**src/rtl/demux_1_4_8_bit_reg_pkg.sv**
```systemverilog
// Shared constants and types for the 1-to-4 registered demux.
// Channel count, select width, counter width, default data width, channel state.
package demux_1_4_8_bit_reg_pkg;

  localparam int NUM_CH     = 4;
  localparam int SEL_W      = 2;
  localparam int CNT_W      = 8;
  localparam int DATA_W_DEF = 8;

  typedef enum logic {
    CH_EMPTY = 1'b0,
    CH_FULL  = 1'b1
  } chan_state_t;

endpackage

```
**src/rtl/demux_chan_reg.sv**
```systemverilog
// One output channel: DATA_W holding register with a valid flag.
// Ports: i_clk, i_rst_n, i_load, i_ready, i_code -> o_code, o_valid.
module demux_chan_reg
  import demux_1_4_8_bit_reg_pkg::*;
#(
  parameter int DATA_W = DATA_W_DEF
) (
  input  logic              i_clk,
  input  logic              i_rst_n,
  input  logic              i_load,
  input  logic              i_ready,
  input  logic [DATA_W-1:0] i_code,
  output logic [DATA_W-1:0] o_code,
  output logic              o_valid
);

  chan_state_t       r_state;
  chan_state_t       w_state_nxt;
  logic [DATA_W-1:0] r_code;
  logic              w_consume;

  always_comb begin
    w_state_nxt = r_state;
    w_consume   = (r_state == CH_FULL) & i_ready;
    unique case (r_state)
      CH_EMPTY: begin
        if (i_load) w_state_nxt = CH_FULL;
      end
      CH_FULL: begin
        // a load in the same cycle as a consume keeps the slot full
        if (w_consume & ~i_load) w_state_nxt = CH_EMPTY;
      end
      default: w_state_nxt = CH_EMPTY;
    endcase
  end

  always_ff @(posedge i_clk or negedge i_rst_n) begin
    if (!i_rst_n) begin
      r_state <= CH_EMPTY;
    end else begin
      r_state <= w_state_nxt;
    end
  end

  // code is only overwritten on load; it is kept after consumption
  always_ff @(posedge i_clk or negedge i_rst_n) begin
    if (!i_rst_n) begin
      r_code <= '0;
    end else if (i_load) begin
      r_code <= i_code;
    end
  end

  assign o_code  = r_code;
  assign o_valid = (r_state == CH_FULL);

endmodule

```
**src/rtl/demux_1_4_8_bit_reg.sv**
```systemverilog
// 1-to-4 registered demux with valid/ready on input and each output.
// Ports: i_en/i_valid/i_code/i_sel_code in, o_ready; o_code_0..3/o_valid out, i_ready; o_xfer_cnt.
module demux_1_4_8_bit_reg
  import demux_1_4_8_bit_reg_pkg::*;
#(
  parameter int DATA_W = DATA_W_DEF
) (
  input  logic              i_clk,
  input  logic              i_rst_n,
  input  logic              i_en,
  input  logic              i_valid,
  output logic              o_ready,
  input  logic [DATA_W-1:0] i_code,
  input  logic [SEL_W-1:0]  i_sel_code,
  output logic [DATA_W-1:0] o_code_0,
  output logic [DATA_W-1:0] o_code_1,
  output logic [DATA_W-1:0] o_code_2,
  output logic [DATA_W-1:0] o_code_3,
  output logic [NUM_CH-1:0] o_valid,
  input  logic [NUM_CH-1:0] i_ready,
  output logic [CNT_W-1:0]  o_xfer_cnt
);

  logic [NUM_CH-1:0] w_valid;
  logic [NUM_CH-1:0] w_load;
  logic [DATA_W-1:0] w_code [NUM_CH];
  logic              w_xfer;
  logic [CNT_W-1:0]  r_xfer_cnt;

  // selected slot can take data if empty or draining this cycle
  assign o_ready = i_en
                 & (~w_valid[i_sel_code] | i_ready[i_sel_code]);
  assign w_xfer  = i_valid & o_ready;

  always_comb begin
    w_load = '0;
    for (int n = 0; n < NUM_CH; n++) begin
      w_load[n] = w_xfer & (i_sel_code == SEL_W'(n));
    end
  end

  for (genvar g = 0; g < NUM_CH; g++) begin : g_ch
    demux_chan_reg #(
      .DATA_W (DATA_W)
    ) u_chan (
      .i_clk   (i_clk),
      .i_rst_n (i_rst_n),
      .i_load  (w_load[g]),
      .i_ready (i_ready[g]),
      .i_code  (i_code),
      .o_code  (w_code[g]),
      .o_valid (w_valid[g])
    );
  end

  always_ff @(posedge i_clk or negedge i_rst_n) begin
    if (!i_rst_n) begin
      r_xfer_cnt <= '0;
    end else if (w_xfer) begin
      r_xfer_cnt <= r_xfer_cnt + CNT_W'(1);
    end
  end

  assign o_code_0   = w_code[0];
  assign o_code_1   = w_code[1];
  assign o_code_2   = w_code[2];
  assign o_code_3   = w_code[3];
  assign o_valid    = w_valid;
  assign o_xfer_cnt = r_xfer_cnt;

endmodule
```
**config.mk**
```make
export PLATFORM = sky130hd
export DESIGN_NAME = demux_1_4_8_bit_reg
export DESIGN_NICKNAME = d
export VERILOG_FILES = /design/src/rtl/demux_1_4_8_bit_reg_pkg.sv /design/src/rtl/demux_chan_reg.sv /design/src/rtl/demux_1_4_8_bit_reg.sv
export SDC_FILE = /design/constraint.sdc
export NUM_CORES = 1
export LEC_CHECK = 0
export ABC_AREA = 1
export CAP_MARGIN = 15
export CORE_MARGIN = 3
export CORE_UTILIZATION = 46
export CTS_BUF_LIST = sky130_fd_sc_hd__clkbuf_16
export CTS_CLUSTER_DIAMETER = 40
export DETAILED_ROUTE_END_ITERATION = 12
export GPL_TIMING_DRIVEN = 0
export PLACE_DENSITY = 0.8
export SLEW_MARGIN = 0
export SYNTH_ARGS = -nofsm -noshare
export SYNTH_HDL_FRONTEND = slang
export SYNTH_SLANG_ARGS = --single-unit
export TNS_END_PERCENT = 20
```
**constraint.sdc**
```tcl
create_clock -name i_clk -period 1.8 [get_ports i_clk]
set_input_delay 0.36 -clock i_clk [delete_from_list [all_inputs] [get_ports i_clk]]
set_output_delay 0.36 -clock i_clk [all_outputs]
set_load 0.005 [all_outputs]
```
### Word level (Yosys, flattened, before mapping)

Index checks and enable logic that the tools add are counted.

* register bits after elaboration: 44
* word-level logic and storage cells: 55
* output and inout port bits: 45
* input bits: 18

* bitwise gates (word level): 24
* add/sub/neg operators: 1
* equality and inequality tests: 3
* order comparisons: 1
* reductions and logical operators: 1
* multiplexer cells: 16

Operators with widths (count)
* AND 1 bit: 14
* two-way mux 1 bit: 10
* NOT 1 bit: 9
* adder 8 x 1 -> 8 bit (second input constant): 1
* case mux 1 bit (2 select lines): 4
* binary-select mux 1 bit (select 2 bit): 2
* == test 2 bit (second input constant): 2
* < comparator 2 x 3 -> 1 bit (second input constant): 1
* == test 2 x 1 -> 1 bit (second input constant): 1
* zero test 2 bit: 1
* OR 1 bit: 1

### Logic depth before layout (Yosys ltp)

* depth in word-level cells: 11
* depth in mapped cells: 11
* gate-level depth less buffers: 10

### Hierarchy

From an unflattened synthesis, not the netlist that was laid out.

* cells, all modules: 239
* area total of the unflattened synthesis: 1961.9 sq um

Modules (own cells, without submodules)
* demux_chan_reg: seq. area each 225.2 sq um, times used 4, area each 341.6 sq um, cells an instance 38
* demux_1_4_8_bit_reg: seq. area each 200.2 sq um, times used 1, area each 595.6 sq um, cells an instance 87

### Worst setup path after synthesis

Ideal clock, no wire load.

* path type: input-to-reg
* from: input i_sel_code[0]
* to: register r_xfer_cnt[6] (netlist: o_xfer_cnt[6])
* setup time: 0.122 ns
* slack: 0.314 ns
* stages on the path: 10
* buffers on the path: 2
* data required time: 1.678 ns
* arrival time: 1.364 ns
* cell sequence: buf_4 nor2_4 nand2_1 nand2_1 nor2_4 nand2_4 nand3_4 buf_6 nand2_1 o21ai_2

* word-level cells in the longest chain between the ends: 6
* elaborated cells on any way between the ends: 8
* those cells by class: 4 x mux; 4 x bitwise

RTL lines
* start: declaration: RTL line demux_1_4_8_bit_reg.sv:14 `input logic [SEL_W-1:0] i_sel_code,`
* binary-select mux 1 bit (select 2 bit): RTL line demux_1_4_8_bit_reg.sv:32 `& (~w_valid[i_sel_code] | i_ready[i_sel_code]);`
* two-way mux 1 bit (implied by the code): RTL line demux_1_4_8_bit_reg.sv:32
* NOT 1 bit: RTL line demux_1_4_8_bit_reg.sv:32
* OR 1 bit (*): RTL line demux_1_4_8_bit_reg.sv:32
* AND 1 bit (*): RTL line demux_1_4_8_bit_reg.sv:32
* AND 1 bit (*): RTL line demux_1_4_8_bit_reg.sv:33 `assign w_xfer = i_valid & o_ready;`
* end signal: assignment: RTL line demux_1_4_8_bit_reg.sv:60 `r_xfer_cnt <= r_xfer_cnt + CNT_W'(1);`
* end: declaration: RTL line demux_1_4_8_bit_reg.sv:28 `logic [CNT_W-1:0] r_xfer_cnt;`

Mark *: on every way between the ends. The rest lies on a longest branch, timed or not. The select of a mux whose other input is x is not followed.
A chain may end at the register's enable or synchronous reset.

### Worst setup path after layout

* from: input i_ready[2]
* to: output o_ready

* word-level cells in the longest chain between the ends: 4

RTL lines
* start: declaration: RTL line demux_1_4_8_bit_reg.sv:20 `input logic [NUM_CH-1:0] i_ready,`
* binary-select mux 1 bit (select 2 bit): RTL line demux_1_4_8_bit_reg.sv:32
* two-way mux 1 bit (implied by the code): RTL line demux_1_4_8_bit_reg.sv:32
* OR 1 bit: RTL line demux_1_4_8_bit_reg.sv:32
* AND 1 bit: RTL line demux_1_4_8_bit_reg.sv:32
* end: declaration: RTL line demux_1_4_8_bit_reg.sv:12 `output logic o_ready,`

Every way passes these cells. The select of a mux whose other input is x is not followed.

==> metrics.yaml <==
status: "finished, final reports clean"
cts_buffers: 5
port_buffers: 59
worst-setup-path-type: "input port to output pin"
tightest_slew_ns: 0.527
grt_max_degree: 25
grt_pass1_vias: 1681
clkSlewWorstSetupHoldPaths_ns: 0.06
power.leakage_nw: 1.42
cts_sinks: 44
core-area_um2: 4120
syn_area_per_cell_um2: 8.75
reg2reg_setup_slack_ns: 0.30
clk_path_buf_depth: 2
p_per_area_nw_per_um2: 1150
required_ns: 1.44
grt_use_total_pct: 20.3
hold_viol: 0
maxSlewViolCount: 0
timing.final.crit_share_pct: 95.9
yosysSeqAreaShare_pct: 54.5
fin_crit_ns: 1.73
insertion_delay_ns: 0.28
final_nets: 319
globalplace.congestion: 0.769
fillers: 336
stdcell_count: 350
r2r_end: "g_ch[2].u_chan.o_code[7]"
crit_arrival_ns: 1.37
crit_path_end_kind: "output pin"
rows: 23
vias_per_cell: 4.89
cts_root_buffer: "clkbuf_16"
r2r_cells: 9
overflow: 0
dieArea_um2: 5220
met2_usage_pct: 32.7
grt.met1_usage_pct: 26.1
syn-num-nets: 250
peakVddDrop_v: 0.000808
synth_cells: 231
fin_skew_ns: 0.00441
drv_cap: 0
setup_viol: 0
start_util_pct: 49.1
ios: 63
rsz0062_at_grt: "false"
synthDistinctLibCells: 22
cts_hold_buf: 0
cp_max_fo: 2
drt_iter0_markers: 107
htree_levels: 2
ys_ff_latch: 44
cp-start-kind: "input port"
die_h_um: 72.3
final_util_pct: 69.1
placedCellCount: 341
use_met3_pct: 7.76
wire_per_inst_um: 13.9
grt_busiest_layer: "met2"
die_w_um: 72.3
layout-drive-gt1-share_pct: 14.0
syn_area_um2: 2020
cts_tree: "done"
vias: 1711
slew_headroom_pct: 64.9
synth_warnings: 0
holdWs_ns: 0.0570
r2r_start: "g_ch[3].u_chan.o_valid"
hp-class: "input port to asynchronous set/reset pin"
antenna_found_initial: 0
grt_pass1_wl_mm: 8.05
dr.pass1.iters: 4
ant_nets: 0
drc: 0
fmax_ghz: 0.579
antenna_cells: 0
syn2layout_area_growth_pct: 40.7
place_hpwl_mm: 3.53
drt_wl_total_mm: 4.85
==> cell usage in the layout (no fill, tap or decap), drive strengths merged <==
| master | count |
|---|---|
| clkdlybuf4s50 | 56 |
| ha | 1 |
| clkinv | 1 |
| buf | 13 |
| o21ai | 10 |
| inv | 18 |
| nand2 | 122 |
| nor3 | 2 |
| nor2 | 8 |
| xnor2 | 3 |
| nand3 | 7 |
| nand4 | 4 |
| clkbuf | 6 |
| xor2 | 3 |
| dfrtp | 44 |
| nand3b | 1 |
| a21boi | 1 |
==> kinds of logic (layout without fill, tap and decap cells) <==
kind of cell    Yosys count  count (layout)  share of synthesized area [%]
compound gates           11              11                           3.78
fa+ha+maj                 1               1                          0.619
flops                    44              44                           54.5
buf+inv                  25              94                           6.07
simple gates            144             144                           32.4
xor+xnor                  6               6                           2.60
==> per-layer routing <==
| metal | share of wire [%] | routed length, µm |
|---|---|---|
| met5 | 0 | 0 |
| met4 | 0.37 | 18 |
| met3 | 8.0 | 386 |
| met2 | 50 | 2430 |
| met1 | 42 | 2020 |
==> state kept, by name (all words and copies together) (netlist names) <==
signal and cells:
g_ch.u_chan.o_code 32, o_xfer_cnt 8, g_ch.u_chan.o_valid 4
==> final cells by class <==
cell class              count  area, µm²  area share [%]
clock buffers               5        125            4.40
plain buffers               8       58.8            2.07
inverters                  17       63.8            2.24
multi-input cells         162        806            28.3
clock inverters             2       8.76           0.308
well taps                  50       62.6            2.20
repair buffers             62        618            21.7
flip-flops and latches     44       1100            38.7
==> worst max-delay path, cell delays in order <==
cell	delay, ns
clkdlybuf4s50_1	0.47
nand3_1	0.09
nand2_2	0.10
nor2_4	0.05
a21boi_2	0.15
buf_2	0.14
==> what timing repair did <==
item | CTS | global route
endpoints found under the setup margin | 23 | 1
hold endpoints to repair | 0 | 0
pin swaps | 2 | 2
gates resized for setup | 8 | 3
setup buffers | 2 | 0
gates cloned | 0 | 0
==> through the flow <==
step	setup TNS [ns]	power (mW)	worst slack, ns	cell area (µm²)
after detailed placement	-11.90	2.43	-0.767	2700
after floorplan	0	1.80	0.314	2020
after global placement	-45.76	2.39	-0.808	2670
after global routing	0	3.46	0.0108	2840
final	0	3.26	0.0738	2840
after CTS	0	3.29	0.0544	2850
==> where the power goes <==
part | total (mW) | internal (mW) | switching [mW]
clock network | 0.849 | 0.499 | 0.350
logic | 1.02 | 0.608 | 0.413
registers | 1.39 | 1.22 | 0.173
total | 3.26 | 2.33 | 0.936
==> worst max path at each step <==
stage                               endpoint           from  cells past startpoint
floorplan                      o_xfer_cnt[6]  i_sel_code[0]                     10
global route                         o_ready     i_ready[1]                      6
detailed placement                   o_ready  i_sel_code[1]                      7
global placement    g_ch[1].u_chan.o_code[3]        i_rst_n                      1
CTS                                  o_ready     i_ready[2]                      6
finish                               o_ready     i_ready[2]                      6
==> cells in the mapped netlist <==
cell,instances,share of area [%]
o21ai_0,4,0.99
nand2_1,121,22
a21boi_0,1,0.37
xor2_1,3,1.3
o21ai_1,1,0.25
nor3_1,2,0.50
nor2_4,6,3.3
nand3_1,6,1.5
nand3b_1,1,0.37
inv_1,15,2.8
nand4_2,4,2.5
nor2_1,2,0.37
nand3_4,1,0.87
nand2_4,1,0.56
xnor2_1,3,1.3
o21ai_2,5,2.2
buf_6,1,0.56
buf_2,2,0.50
buf_4,5,1.9
dfrtp_1,44,54
inv_2,2,0.37
ha_1,1,0.62
(Power assumes the default switching activity.)
